==> src/rtl/bin_to_bcd_seq_pkg.sv <==
// Shared constants, state encoding and helpers for the sequential binary-to-BCD converter.
package bin_to_bcd_seq_pkg;

  localparam int BIN_W_DEF  = 14;
  localparam int DIGITS_DEF = 4;
  localparam int DIGIT_W    = 4;

  typedef enum logic [1:0] {
    IDLE  = 2'd0,
    SHIFT = 2'd1,
    DONE  = 2'd2
  } state_e;

  // Largest value representable in `digits` decimal digits (10^digits - 1).
  function automatic int max_val(input int digits);
    int r;
    r = 1;
    for (int i = 0; i < digits; i++) begin
      r = r * 10;
    end
    return r - 1;
  endfunction

  localparam int MAX_VAL = max_val(DIGITS_DEF);

endpackage

==> src/rtl/bcd_add3_digit.sv <==
// Double-dabble correction for one BCD digit: adds 3 when the digit is 5 or more,
// so the following left shift carries correctly into the next decimal digit.
module bcd_add3_digit
  import bin_to_bcd_seq_pkg::*;
(
  input  logic [DIGIT_W-1:0] i_digit,
  output logic [DIGIT_W-1:0] o_digit
);

  always_comb begin
    if (i_digit >= DIGIT_W'(5)) begin
      o_digit = i_digit + DIGIT_W'(3);
    end else begin
      o_digit = i_digit;
    end
  end

endmodule

==> src/rtl/bin_to_bcd_seq.sv <==
// Sequential binary-to-BCD converter: one shift-add-3 iteration per clock, registered
// BCD result that holds between conversions, saturating to all-nines on overflow.
module bin_to_bcd_seq
  import bin_to_bcd_seq_pkg::*;
#(
  parameter int BIN_W  = BIN_W_DEF,
  parameter int DIGITS = DIGITS_DEF
) (
  input  logic                      i_clk,
  input  logic                      i_rst,
  input  logic                      i_start,
  input  logic [BIN_W-1:0]          i_binInput,
  output logic                      o_busy,
  output logic                      o_done,
  output logic [DIGIT_W*DIGITS-1:0] o_bcdOutput,
  output logic                      o_overflow
);

  localparam int SCR_W = DIGIT_W * DIGITS;
  localparam int CNT_W = $clog2(BIN_W + 1);
  localparam logic [31:0] MAX_U = 32'(max_val(DIGITS));
  localparam logic [SCR_W-1:0] NINES = {DIGITS{4'h9}};

  state_e           state_q,   state_d;
  logic [CNT_W-1:0] cnt_q,     cnt_d;
  logic [BIN_W-1:0] bin_q,     bin_d;
  logic [SCR_W-1:0] scr_q,     scr_d;
  logic             ovf_lat_q, ovf_lat_d;
  logic [SCR_W-1:0] bcd_q,     bcd_d;
  logic             ovf_q,     ovf_d;
  logic             busy_q,    busy_d;
  logic             done_q,    done_d;

  logic [SCR_W-1:0]       scr_adj;
  logic [SCR_W+BIN_W:0]   shift_vec;
  logic [SCR_W-1:0]       scr_shift;
  logic [BIN_W-1:0]       bin_shift;
  logic                   carry_out;
  logic                   ovf_in;

  for (genvar g = 0; g < DIGITS; g++) begin : g_digit
    bcd_add3_digit u_add3 (
      .i_digit (scr_q[g*DIGIT_W +: DIGIT_W]),
      .o_digit (scr_adj[g*DIGIT_W +: DIGIT_W])
    );
  end

  // {scratch, bin} shifted left as one vector; the bit leaving the top digit is
  // carry_out, which can only be set when the input already exceeds MAX_VAL.
  assign shift_vec = {scr_adj, bin_q, 1'b0};
  assign carry_out = shift_vec[SCR_W+BIN_W];
  assign scr_shift = shift_vec[SCR_W+BIN_W-1:BIN_W];
  assign bin_shift = shift_vec[BIN_W-1:0];

  assign ovf_in = 32'(i_binInput) > MAX_U;

  // NOTE: every signal assigned here gets a default first, so no path leaves it unassigned and no latch is inferred.
  always_comb begin
    state_d   = state_q;
    cnt_d     = cnt_q;
    bin_d     = bin_q;
    scr_d     = scr_q;
    ovf_lat_d = ovf_lat_q;
    bcd_d     = bcd_q;
    ovf_d     = ovf_q;
    busy_d    = 1'b0;
    done_d    = 1'b0;

    unique case (state_q)
      IDLE, DONE: begin
        if (i_start) begin
          state_d   = SHIFT;
          bin_d     = i_binInput;
          scr_d     = '0;
          cnt_d     = CNT_W'(BIN_W);
          ovf_lat_d = ovf_in;
          busy_d    = 1'b1;
        end else begin
          state_d = IDLE;
        end
      end

      SHIFT: begin
        scr_d     = scr_shift;
        bin_d     = bin_shift;
        cnt_d     = cnt_q - CNT_W'(1);
        ovf_lat_d = ovf_lat_q | carry_out;
        busy_d    = 1'b1;
        // Last iteration: load the display registers so they are valid during DONE.
        if (cnt_q == CNT_W'(1)) begin
          state_d = DONE;
          busy_d  = 1'b0;
          done_d  = 1'b1;
          bcd_d   = (ovf_lat_q | carry_out) ? NINES : scr_shift;
          ovf_d   = ovf_lat_q | carry_out;
        end
      end

      default: begin
        state_d = IDLE;
      end
    endcase
  end

  // NOTE: sequential state uses non-blocking assignments so every flop samples its pre-edge inputs.
  always_ff @(posedge i_clk) begin
    if (i_rst) begin
      state_q   <= IDLE;
      cnt_q     <= '0;
      bin_q     <= '0;
      scr_q     <= '0;
      ovf_lat_q <= 1'b0;
      bcd_q     <= '0;
      ovf_q     <= 1'b0;
      busy_q    <= 1'b0;
      done_q    <= 1'b0;
    end else begin
      state_q   <= state_d;
      cnt_q     <= cnt_d;
      bin_q     <= bin_d;
      scr_q     <= scr_d;
      ovf_lat_q <= ovf_lat_d;
      bcd_q     <= bcd_d;
      ovf_q     <= ovf_d;
      busy_q    <= busy_d;
      done_q    <= done_d;
    end
  end

  assign o_busy      = busy_q;
  assign o_done      = done_q;
  assign o_bcdOutput = bcd_q;
  assign o_overflow  = ovf_q;

endmodule

==> config.mk <==
export PLATFORM = sky130hd
export DESIGN_NAME = bin_to_bcd_seq
export DESIGN_NICKNAME = d
export VERILOG_FILES = /design/src/rtl/bin_to_bcd_seq_pkg.sv /design/src/rtl/bcd_add3_digit.sv /design/src/rtl/bin_to_bcd_seq.sv
export SDC_FILE = /design/constraint.sdc
export NUM_CORES = 1
export LEC_CHECK = 0
export ABC_AREA = 1
export ABC_CLOCK_PERIOD_IN_PS = 2600
export CAP_MARGIN = 20
export CORE_UTILIZATION = 58
export DETAILED_ROUTE_END_ITERATION = 10
export GPL_TIMING_DRIVEN = 0
export PLACE_DENSITY = 0.86
export RECOVER_POWER = 100
export REMOVE_ABC_BUFFERS = 1
export SLEW_MARGIN = 10
export SYNTH_ARGS = -nofsm -noshare
export SYNTH_HDL_FRONTEND = slang
export SYNTH_SLANG_ARGS = --single-unit
==> constraint.sdc <==
create_clock -name i_clk -period 2.6 [get_ports i_clk]
set_input_delay 0.39 -clock i_clk [delete_from_list [all_inputs] [get_ports i_clk]]
set_output_delay 0.39 -clock i_clk [all_outputs]
set_load 0.01 [all_outputs]
==> results of run 1 <==
## how the worst max path moves through the flow
| stage | startpoint | endpoint | depth (start not counted) |
|---|---|---|---|
| 6_report | i_start | cnt_q[1] | 5 |
| 5_1_grt | i_start | cnt_q[1] | 5 |
| 4_1_cts | i_rst | o_bcdOutput[5] | 7 |
| 3_5_place_dp | i_rst | o_bcdOutput[5] | 7 |
| 3_3_place_gp | i_rst | o_bcdOutput[5] | 6 |
| 2_1_floorplan | i_start | cnt_q[1] | 4 |
## sequential cells by signal (all words and copies together), names as in the netlist
| register | count |
|---|---|
| ovf_lat_q | 1 |
| o_bcdOutput | 16 |
| bin_q | 14 |
| o_done | 1 |
| o_busy | 1 |
| scr_q | 16 |
| o_overflow | 1 |
| state_q | 2 |
| cnt_q | 4 |
## layout make-up
cell class | count | area, um^2 | area share (%)
flip-flops and latches | 56 | 1120 | 36.9
clock buffers | 5 | 68.8 | 2.26
multi-input cells | 245 | 1280 | 42.0
repair buffers | 36 | 365 | 12.0
inverters | 38 | 143 | 4.69
well taps | 52 | 65.1 | 2.14
## stage by stage
step	TNS, ns	cell area [um^2]	instances
4_1_cts	0	3040	432
2_1_floorplan	0	2540	339
5_1_grt	0	3040	432
3_3_place_gp	-5.05	2960	426
3_5_place_dp	0	2980	427
6_report	0	3040	432
## cell families (layout without fill, tap and decap cells)
logic type                 Yosys count  count (layout)  synth area share (%)
xor gates and xnor gates             5               5                  1.67
DFF                                 56              56                  42.8
buffers and inverters               53              79                  8.31
adders and majority gates           10              10                  4.78
and+or+nand+nor                    141             141                  23.3
AOI/OAI and AO/OA                   89              89                  19.2
## cell usage in the layout (no fill, tap or decap), drive strengths merged
cell           instances
o21ai                 23
nand3                 27
o22ai                  9
nor3                   3
buf                    1
nand4                  4
clkdlybuf4s50         15
dfxtp                 56
o21bai                 3
o221ai                 3
nand3b                 1
a21oi                 49
dlygate4sd3           20
inv                   38
ha                    10
xor2                   5
a31oi                  1
nand2                 89
nor2                  17
a221oi                 1
clkbuf                 5
## worst reg2reg max path: stages (launching register included)
cell	delay, ns
dfxtp_1	0.34
nand2_1	0.16
inv_1	0.85
nand4_1	0.24
a21oi_1	0.20
o21ai_0	0.11
nand2_1	0.08
inv_1	0.06
## where the power goes
group	internal, W	total [W]	switching [W]
combinational	0.0000776	0.000202	0.000125
clock	0.000175	0.000436	0.000262
sequential	0.000897	0.000919	0.0000219
## metal layers
layer  up-vias  track usage [%]  share of wire, %  wire, um
met5         -                0                 0         0
met4         0             12.0               1.4        77
li1       1225                -                 -         -
met1      1114             28.9                43      2410
met3         8             4.07               5.0       279
met2        69             44.7                51      2850
==> impl_results.md, run 1 <==
* Area share of the largest cell type after synthesis at 42.8%
* Syn Area/Cell at 7.40 um^2
* Setup WS post-layout at 0.396 ns
* Nets at 409
* MaxCap Viol Count at 0
* Drt drc at 0
* WP buf/inv at 2
* Die Y at between 60 and 70 um
* H-tree levels at 2
* Clock period minus worst slack at approximately 2.2 ns
* Area Overhead vs Synth at 16.0%
* Synth Flop Type: dfxtp_1
* CTS resizes at 0
* Sequential area share after synthesis at 42.8%
* End of the worst hold path: o_bcdOutput[8]
* Initial antenna violation count at 0
* Syn. warnings at 0
* Post-CTS setup buffers at 0
* Hold WC Path Type: flip-flop to flip-flop
* Vias in the first global route at 2288
* Critical Path Sink Type: flip-flop
* Ports at 36
* CTS tree: yes
* Worst Hold Launch: o_bcdOutput[8]
* RSZ-0062 raised after global routing: no
* CP dominant cell by count: nand2_1
* Initial drt markers at 210
* Synth Cell Area at 2620 um^2
* Arr. time, crit path at 2.43 ns
* Crit Reg-Reg Endpoint: cnt_q[3]
* Pwr dens at 513 nW/um^2
* GP Congestion at 0.858
* CP top delay family: buffers and inverters
* Clock tree buffer depth at 2
* Final setup violation count at 0
* Core Util, Final at around 70%
* R2R Path Start: state_q[0]
* Final Hold Slack at around 0.47 ns
* Buffers on Ports at 35
* Reg2Reg Depth at 7
* Worst skew pair latency at 0.31 ns
* Crit-path max FO at 24
* Most frequent cells after synthesis: 84 x nand2_1, 56 x dfxtp_1, 47 x a21oi_1
* Slowest stage cell on the critical path: nand2_1
* First-pass GRT wire length at 9.76 mm
* Total congestion overflow at 0
* Pins over their slew limit at 0
* Post-DP HPWL at 3.92 mm
* Starting Density at 60.2%
* Tcrit/Tclk final at 84.8%
* Overall global routing resource usage at between 20 and 30%
* Routed wire per std cell at 13.0 um
* Layout cells sized above 1 at 5.00%
* Leak at 1.31 nW
* Worst Tran Pin Value at 1.11 ns
* Clock sinks at 56
* Main area contributors after synthesis: dfxtp_1 43%, nand2_1 12%, a21oi_1 9.0%
* Reg2Reg Setup Slack at 0.46 ns
* Pre-CTS WS at 0.135 ns
* Number of synthesized flops with an enable pin at 0
* Post-Synthesis Cells at roughly 350
* Fillers at 393
* Required time at the worst-slack endpoint at around 2.8 ns
* Routed Antenna Nets at 0
* Hold path depth at 2
* Die Area at approximately 4800 um^2
* Async S/R FF share, synth at 0%
* Worst slew margin at 25.8%
* CP max stage delay at between 0.5 and 0.6 ns
* Peak VDD IR at 371 uV
* Die Width at 69.2 um
* Clk_skew at 0.00703 ns
* Final Total Pwr at between 0.0015 and 0.002 W
* Drt pass-1 iters at 4
* Vias after detailed routing at 2416
* Largest net degree at the start of global routing at 35
* Critical path, cell by cell: clkdlybuf4s50_1, nand2_1, nand2_1, inv_1, a221oi_2
* Ant diodes at 0
* Final count of hold timing violations at 0
* Clock slew seen by the registers of the worst setup and hold paths at ~0.09 ns
* Status: completed
* Vias per std cell at 5.59
* #FFs+latches synth at 56
* Peak Freq at 454 MHz
* Post-synth cell types at 27
* FP Rows at 24
* Final WL at 5.62 mm
* Core region area at roughly 4400 um^2
* Cts hold-fix bufs at 0
* Setup CP Type: primary input to flip-flop
* Count leader, synth: nand2_1
* CTS root buf: clkbuf_8
* CTS Buf Count at 5
* CP startpoint kind: primary input
* Cell accounting for the most synthesized area: dfxtp_1
No activity file was read; power rests on OpenSTA's default activity.
==> run 2: changes to the inputs <==
--- a/config.mk
+++ b/config.mk
@@ -6,12 +6,12 @@
 export NUM_CORES = 1
 export LEC_CHECK = 0
 export ABC_AREA = 1
-export ABC_CLOCK_PERIOD_IN_PS = 2600
+export ABC_CLOCK_PERIOD_IN_PS = 2100
 export CAP_MARGIN = 20
-export CORE_UTILIZATION = 58
+export CORE_UTILIZATION = 54
 export DETAILED_ROUTE_END_ITERATION = 10
 export GPL_TIMING_DRIVEN = 0
-export PLACE_DENSITY = 0.86
+export PLACE_DENSITY = 0.81
 export RECOVER_POWER = 100
 export REMOVE_ABC_BUFFERS = 1
 export SLEW_MARGIN = 10
==> constraint.sdc (replaced) <==
create_clock -name i_clk -period 2.1 [get_ports i_clk]
set_input_delay 0.315 -clock i_clk [delete_from_list [all_inputs] [get_ports i_clk]]
set_output_delay 0.315 -clock i_clk [all_outputs]
set_load 0.01 [all_outputs]
==> impl_results.md, run 2 (synthesized netlist as in run 1, its figures left out) <==
* Crit-path max FO at 25 (was 24)
* Worst Hold Launch: o_bcdOutput[3] (was o_bcdOutput[8])
* Clock period minus worst slack at 1.95 ns
* Largest net degree at the start of global routing at 35 (unchanged)
* Hold path depth at 2 (unchanged)
* Sw Ratio at 25.8% (was 26.2%)
* MaxCap Viol Count at 0 (unchanged)
* Vias after detailed routing at 2376 (was 2416)
* Initial antenna violation count at 0 (unchanged)
* Drt pass-1 iters at 5 (was 4)
* Worst Tran Pin Value at 0.915 ns (was 1.11 ns)
* Int Pwr at 0.00150 W (was 0.00115 W)
* Pins over their slew limit at 0 (unchanged)
* Psw at 0.000524 W (was 0.000408 W)
* Drt drc at 0 (unchanged)
* Most frequent cells in the layout: 85 x nand2_1, 56 x dfxtp_1, 47 x a21oi_1 (was 86 x nand2_1, 56 x dfxtp_1, 47 x a21oi_1)
* Die Width at 71.7 um (was 69.2 um)
* Pwr dens at 658 nW/um^2 (was 513 nW/um^2)
* Total congestion overflow at 0 (unchanged)
* CP startpoint kind: primary input (unchanged)
* Clock sinks at 56 (unchanged)
* Clk_skew at 0.0114 ns (was 0.00703 ns)
* H-tree levels at 2 (unchanged)
* Final setup violation count at 0 (unchanged)
* Setup CP Type: primary input to flip-flop (unchanged)
* RSZ-0062 raised after global routing: no (unchanged)
* Area of the multi-input gates at 1270 um^2 (was 1280 um^2)
* Clock share of power at 31.2% (was 28.0%)
* Vias in the first global route at 2185 (was 2288)
* Leak at 1.31 nW (about the same)
* Post-CTS setup buffers at 0 (unchanged)
* Post-DP HPWL at 3.77 mm (was 3.92 mm)
* CTS Buf Count at 5 (unchanged)
* FP Rows at 24 (unchanged)
* End of the worst hold path: o_bcdOutput[3] (was o_bcdOutput[8])
* Reg2Reg Setup Slack at 0.21 ns (was 0.46 ns)
* Die Y at 71.7 um (was 69.2 um)
* Routed Antenna Nets at 0 (unchanged)
* Final WL at 5.89 mm (was 5.62 mm)
* Worst slew margin at 39.0% (was 25.8%)
* Flop pwr share at 56.2% (was 59.0%)
* Nets at 411 (was 409)
* CTS root buf: clkbuf_8 (unchanged)
* Reg2Reg Depth at 7 (unchanged)
* Clock slew seen by the registers of the worst setup and hold paths at 0.10 ns (was 0.09 ns)
* Arr. time, crit path at 2.11 ns (was 2.43 ns)
* GP Congestion at 0.855 (was 0.858)
* Die Area at 5130 um^2 (was 4790 um^2)
* Core region area at 4500 um^2 (was 4350 um^2)
* Initial drt markers at 171 (was 210)
* Tcrit/Tclk final at 92.9%
* Ports at 36 (unchanged)
* Required time at the worst-slack endpoint at 2.26 ns (was 2.82 ns)
* Cts hold-fix bufs at 0 (unchanged)
* Layout cells sized above 1 at 6.77% (was 5.00%)
* Ant diodes at 0 (unchanged)
* Fin area at 3080 um^2 (was 3040 um^2)
* Buffers on Ports at 35 (unchanged)
* Area after DPL at 2990 um^2 (was 2980 um^2)
* Peak Freq at 512 MHz
* Fillers at 406 (was 393)
* Commonest non-fill, non-tap cell in the layout: nand2_1 (unchanged)
* Final Total Pwr at 0.00203 W (was 0.00156 W)
* Comb power frac at 12.6% (was 13.0%)
* CTS tree: yes (unchanged)
* Final count of hold timing violations at 0 (unchanged)
* Routed wire per std cell at 13.5 um (was 13.0 um)
* Starting Density at 58.2% (was 60.2%)
* Critical Path Sink Type: flip-flop (unchanged)
* Hold WC Path Type: flip-flop to flip-flop (unchanged)
* Worst skew pair latency at 0.31 ns (about the same)
* R2R Path Start: cnt_q[1] (was state_q[0])
* Vias per std cell at 5.45 (was 5.59)
* Clock tree buffer depth at 2 (unchanged)
* Overall global routing resource usage at 23.4% (was 25.0%)
* Peak VDD IR at 571 uV (was 371 uV)
* Status: completed (unchanged)
* Area Overhead vs Synth at 17.6% (was 16.0%)
* Reg area at 1120 um^2 (unchanged)
* First-pass GRT wire length at 9.64 mm (was 9.76 mm)
* Crit Reg-Reg Endpoint: o_bcdOutput[4] (was cnt_q[3])
run 2: changes by cell type in the layout (fill, tap and decap cells not counted), sizes merged:
cell / before / now
clkinvlp: 0 / 4
clkdlybuf4s50: 15 / 14
inv: 38 / 36
clkbuf: 5 / 8
run 2: repair_timing:
item,4_1_cts,5_1_grt
endpoints found under the setup margin,0,22
endpoints found under the hold margin,0,0
resized for setup,0,5
run 2: worst max-delay path by stage:
stage,startpoint,endpoint,slack (ns),depth (start not counted)
after CTS,i_start,cnt_q[1],0.09,5
after detailed placement,i_start,bin_q[13],-0.23,6
final,i_start,scr_q[3],0.15,6
after floorplan,state_q[0],cnt_q[1],0.60,5
after global routing,i_start,scr_q[3],0.009,6
after global placement,i_rst,o_bcdOutput[9],-0.83,6
run 2: power by group through the flow:
stage / registers (W) / clock network (W) / logic (W)
detailed placement: 0.00116 / 0 / 0.000254
CTS: 0.00114 / 0.000644 / 0.000255
global route: 0.00114 / 0.000678 / 0.000287
finish: 0.00114 / 0.000633 / 0.000256
floorplan: 0.00116 / 0 / 0.000150
global placement: 0.00116 / 0 / 0.000244
run 2: per-layer routing:
metal,global-route usage (%),vias up,wire length [um]
li1,-,1230,-
met1,31.9,1092,2780
met2,37.6,50,2780
met3,4.36,4,295
met4,7.41,0,37
met5,0,-,0
run 2: critical path, stage by stage:
cell	delay [ns]
dlygate4sd3_1	0.54
nand2_2	0.12
nand2_2	0.37
clkinvlp_2	0.52
nand2_1	0.17
a21oi_1	0.07
run 2: metrics by stage:
step                hold WS [ns]  cells  TNS, ns  util [%]  setup WS (ns)
floorplan                  0.381    339        0         -          0.598
global placement           0.452    426   -20.64      65.7         -0.830
detailed placement         0.456    427    -5.85      66.3         -0.234
CTS                        0.471    434        0      68.5         0.0915
global route               0.490    436        0      68.4        0.00943
finish                     0.466    436        0      68.4          0.148
run 2: layout make-up:
| class | count | area share (%) |
|---|---|---|
| Multi-Input combinational cell | 245 | 41.1 |
| Sequential cell | 56 | 36.4 |
| Timing Repair Buffer | 36 | 12.1 |
| Inverter | 38 | 4.87 |
| Clock buffer | 7 | 3.13 |
| Tap cell | 52 | 2.11 |
| Timing Repair inverter | 2 | 0.325 |
==> run 3: changes to the inputs <==
--- a/config.mk
+++ b/config.mk
@@ -5,9 +5,7 @@
 export SDC_FILE = /design/constraint.sdc
 export NUM_CORES = 1
 export LEC_CHECK = 0
-export ABC_AREA = 1
 export ABC_CLOCK_PERIOD_IN_PS = 2100
-export CAP_MARGIN = 20
 export CORE_UTILIZATION = 54
 export DETAILED_ROUTE_END_ITERATION = 10
 export GPL_TIMING_DRIVEN = 0
==> impl_results.md, run 3 <==
* Status: finished with violations (was completed)
* Failing checks: design-rule violations
* Drt drc at 5 (was 0)
* Xor/xnor share of the synthesized area at 2.06% (was 1.67%)
* Vias after detailed routing at 2203 (was 2376)
* Area Overhead vs Synth at 18.6% (was 17.6%)
* Syn Area/Cell at 8.69 um^2 (was 7.40 um^2)
* Post-Synthesis Cells at 293 (was 354)
* Starting Density at 57.3% (was 58.2%)
* Worst slew margin at 31.8% (was 39.0%)
* Ports at 36 (unchanged)
* Vias per std cell at 5.92 (was 5.45)
* #FFs+latches synth at 56 (unchanged)
* Routed wire per std cell at 15.2 um (was 13.5 um)
* Tcrit/Tclk final at 95.1% (was 92.9%)
* Final setup violation count at 0 (unchanged)
* Pre-CTS WS at -0.439 ns (was -0.234 ns)
* Post-DP HPWL at 3.50 mm (was 3.77 mm)
* Area of the multi-input gates at 1320 um^2 (was 1270 um^2)
* Post-synth cell types at 34 (was 27)
* Vias in the first global route at 2003 (was 2185)
* CTS Buf Count at 5 (unchanged)
* Crit-path max FO at 8 (was 25)
* Number of synthesized flops with an enable pin at 0 (unchanged)
* Synth Area in Adders at 4.92% (was 4.78%)
* Pwr dens at 652 nW/um^2 (was 658 nW/um^2)
* Die Y at 70.7 um (was 71.7 um)
* Ant diodes at 0 (unchanged)
* Fin area at 3020 um^2 (was 3080 um^2)
* Synth Cell Area at 2540 um^2 (was 2620 um^2)
* Async S/R FF share, synth at 0% (unchanged)
* MaxCap Viol Count at 0 (unchanged)
* Initial antenna violation count at 0 (unchanged)
* RSZ-0062 raised after global routing: no (unchanged)
* Arr. time, crit path at 2.26 ns (was 2.11 ns)
* Hold WC Path Type: primary input to flip-flop (was flip-flop to flip-flop)
* Total congestion overflow at 0 (unchanged)
* CP startpoint kind: flip-flop (was primary input)
* Area after DPL at 2900 um^2 (was 2990 um^2)
* Peak VDD IR at 356 uV (was 571 uV)
* Most frequent cells in the layout: 56 x dfxtp_1, 35 x nor2_1, 30 x nand2_1 (was 85 x nand2_1, 56 x dfxtp_1, 47 x a21oi_1)
* Clock period minus worst slack at 2.00 ns (was 1.95 ns)
* Final count of hold timing violations at 0 (unchanged)
* Layout cells sized above 1 at 8.75% (was 6.77%)
* First-pass GRT wire length at 9.34 mm (was 9.64 mm)
* Die Width at 70.7 um (was 71.7 um)
* Cell accounting for the most synthesized area: dfxtp_1 (unchanged)
* Post-synthesis compound-gate area fraction at 20.4% (was 19.1%)
* Final Total Pwr at 0.00197 W (was 0.00203 W)
* Commonest non-fill, non-tap cell in the layout: dfxtp_1 (was nand2_1)
* Post-synthesis simple-gate area fraction at 22.0% (was 23.3%)
* CTS root buf: clkbuf_8 (unchanged)
* H-tree levels at 2 (unchanged)
* Clock tree buffer depth at 2 (unchanged)
* Fillers at 352 (was 406)
* Initial drt markers at 121 (was 171)
* Clock sinks at 56 (unchanged)
* Leak at 1.15 nW (was 1.31 nW)
* Drt pass-1 iters at 7 (was 5)
* Sequential area share after synthesis at 44.1% (was 42.8%)
* FP Rows at 24 (unchanged)
* GP Congestion at 0.828 (was 0.855)
* Nets at 346 (was 411)
* Final WL at 5.67 mm (was 5.89 mm)
* Setup WS post-layout at 0.102 ns (was 0.148 ns)
* Clock slew seen by the registers of the worst setup and hold paths at 0.10 ns (about the same)
* Clk_skew at 0.00843 ns (was 0.0114 ns)
* CTS tree: yes (unchanged)
* Count leader, synth: dfxtp_1 (was nand2_1)
* Area share of the largest cell type after synthesis at 44.1% (was 42.8%)
* Cts hold-fix bufs at 0 (unchanged)
* Die Area at 4990 um^2 (was 5130 um^2)
* Largest net degree at the start of global routing at 40 (was 35)
* Overall global routing resource usage at 23.9% (was 23.4%)
* Worst skew pair latency at 0.32 ns (was 0.31 ns)
* Reg area at 1120 um^2 (unchanged)
* Main combinational cell family by area after synthesis: simple AND/OR/NAND/NOR gates (unchanged)
* Routed Antenna Nets at 0 (unchanged)
* Placed cell count at 362 (was 427)
* Most frequent cells after synthesis: 56 x dfxtp_1, 37 x nor2_1, 30 x nand2_1 (was 84 x nand2_1, 56 x dfxtp_1, 47 x a21oi_1)
* Main area contributors after synthesis: dfxtp_1 44%, nor2_1 5.5%, ha_1 4.9% (was dfxtp_1 43%, nand2_1 12%, a21oi_1 9.0%)
* Buffers on Ports at 35 (unchanged)
* Worst Tran Pin Value at 1.02 ns (was 0.915 ns)
* Mux contribution to synthesized area at 1.57% (was 0%)
* Critical Path Sink Type: flip-flop (unchanged)
* Final Hold Slack at 0.309 ns (was 0.466 ns)
* Required time at the worst-slack endpoint at 2.37 ns (was 2.26 ns)
* Syn. warnings at 0 (unchanged)
* Pins over their slew limit at 0 (unchanged)
* Fin cells at 372 (was 436)
* Core region area at 4440 um^2 (was 4500 um^2)
* Synth Flop Type: dfxtp_1 (unchanged)
* Setup CP Type: flip-flop to flip-flop (was primary input to flip-flop)
* Peak Freq at 501 MHz (was 512 MHz)
## run 3: cell count changes after synthesis, sizes merged, moves of 9 or more
cell and delta:
nor2 +20, o21ai -11, clkbuf +10, a21oi -30
a311oi +12, o22ai -9, nand3 -24, inv -25
nand2 -59, nor4 +9
## run 3: timing repair
action,4_1_cts,5_1_grt
setup buffers,1,0
resized for setup,5,2
gates cloned,0,1
endpoints found under the setup margin,24,23
pin swaps,1,0
## run 3: per-layer routing
layer / track usage (%) / vias up / wire length (um)
met5: 0 / - / 0
met4: 6.89 / 0 / 83
met3: 6.27 / 11 / 328
met2: 41.5 / 61 / 2750
met1: 29.3 / 1025 / 2510
li1: - / 1106 / -
## run 3: path summary, 6_finish.rpt
path	from	endpoint	slack, ns	cells past startpoint
max	cnt_q[0]	o_bcdOutput[13]	0.10	6
min	i_rst	bin_q[0]	0.31	2
max reg2reg	cnt_q[0]	o_bcdOutput[13]	0.10	6
min reg2reg	bin_q[5]	bin_q[6]	0.48	2
## run 3: power breakdown
part,switching [W],total [W],internal (W)
registers,0.0000278,0.00113,0.00111
logic,0.000142,0.000234,0.0000919
clock network,0.000362,0.000600,0.000238
total,0.000532,0.00197,0.00144
## run 3: final cells by class
cell class / count / area share, %
inverter: 13 / 1.62
clock inverter: 2 / 0.539
sequential: 56 / 37.1
clock buffer: 6 / 2.40
tap: 52 / 2.15
timing repair buffer: 37 / 12.3
multi-input combinational: 206 / 43.8
## run 3: logic make-up after synthesis
kind of cell,Yosys count
and+or+nand+nor,112
DFF,56
AOI/OAI and AO/OA,73
muxes,4
xor gates and xnor gates,6
adders and majority gates,10
buffers and inverters,32
## run 3: worst max-delay path, stage by stage, from the launching register on
cell and delay, ns:
dfxtp_1 0.44, ha_1 0.16, or3b_1 0.40, or2_4 0.30, nor4_2 0.28, buf_4 0.21
a22o_1 0.16
## run 3: stage by stage
step / utilization [%] / setup TNS [ns]
floorplan: - / -2.40
detailed placement: 65.3 / -9.06
global placement: 64.8 / -42.22
global route: 67.9 / 0
CTS: 67.8 / 0
finish: 67.9 / 0
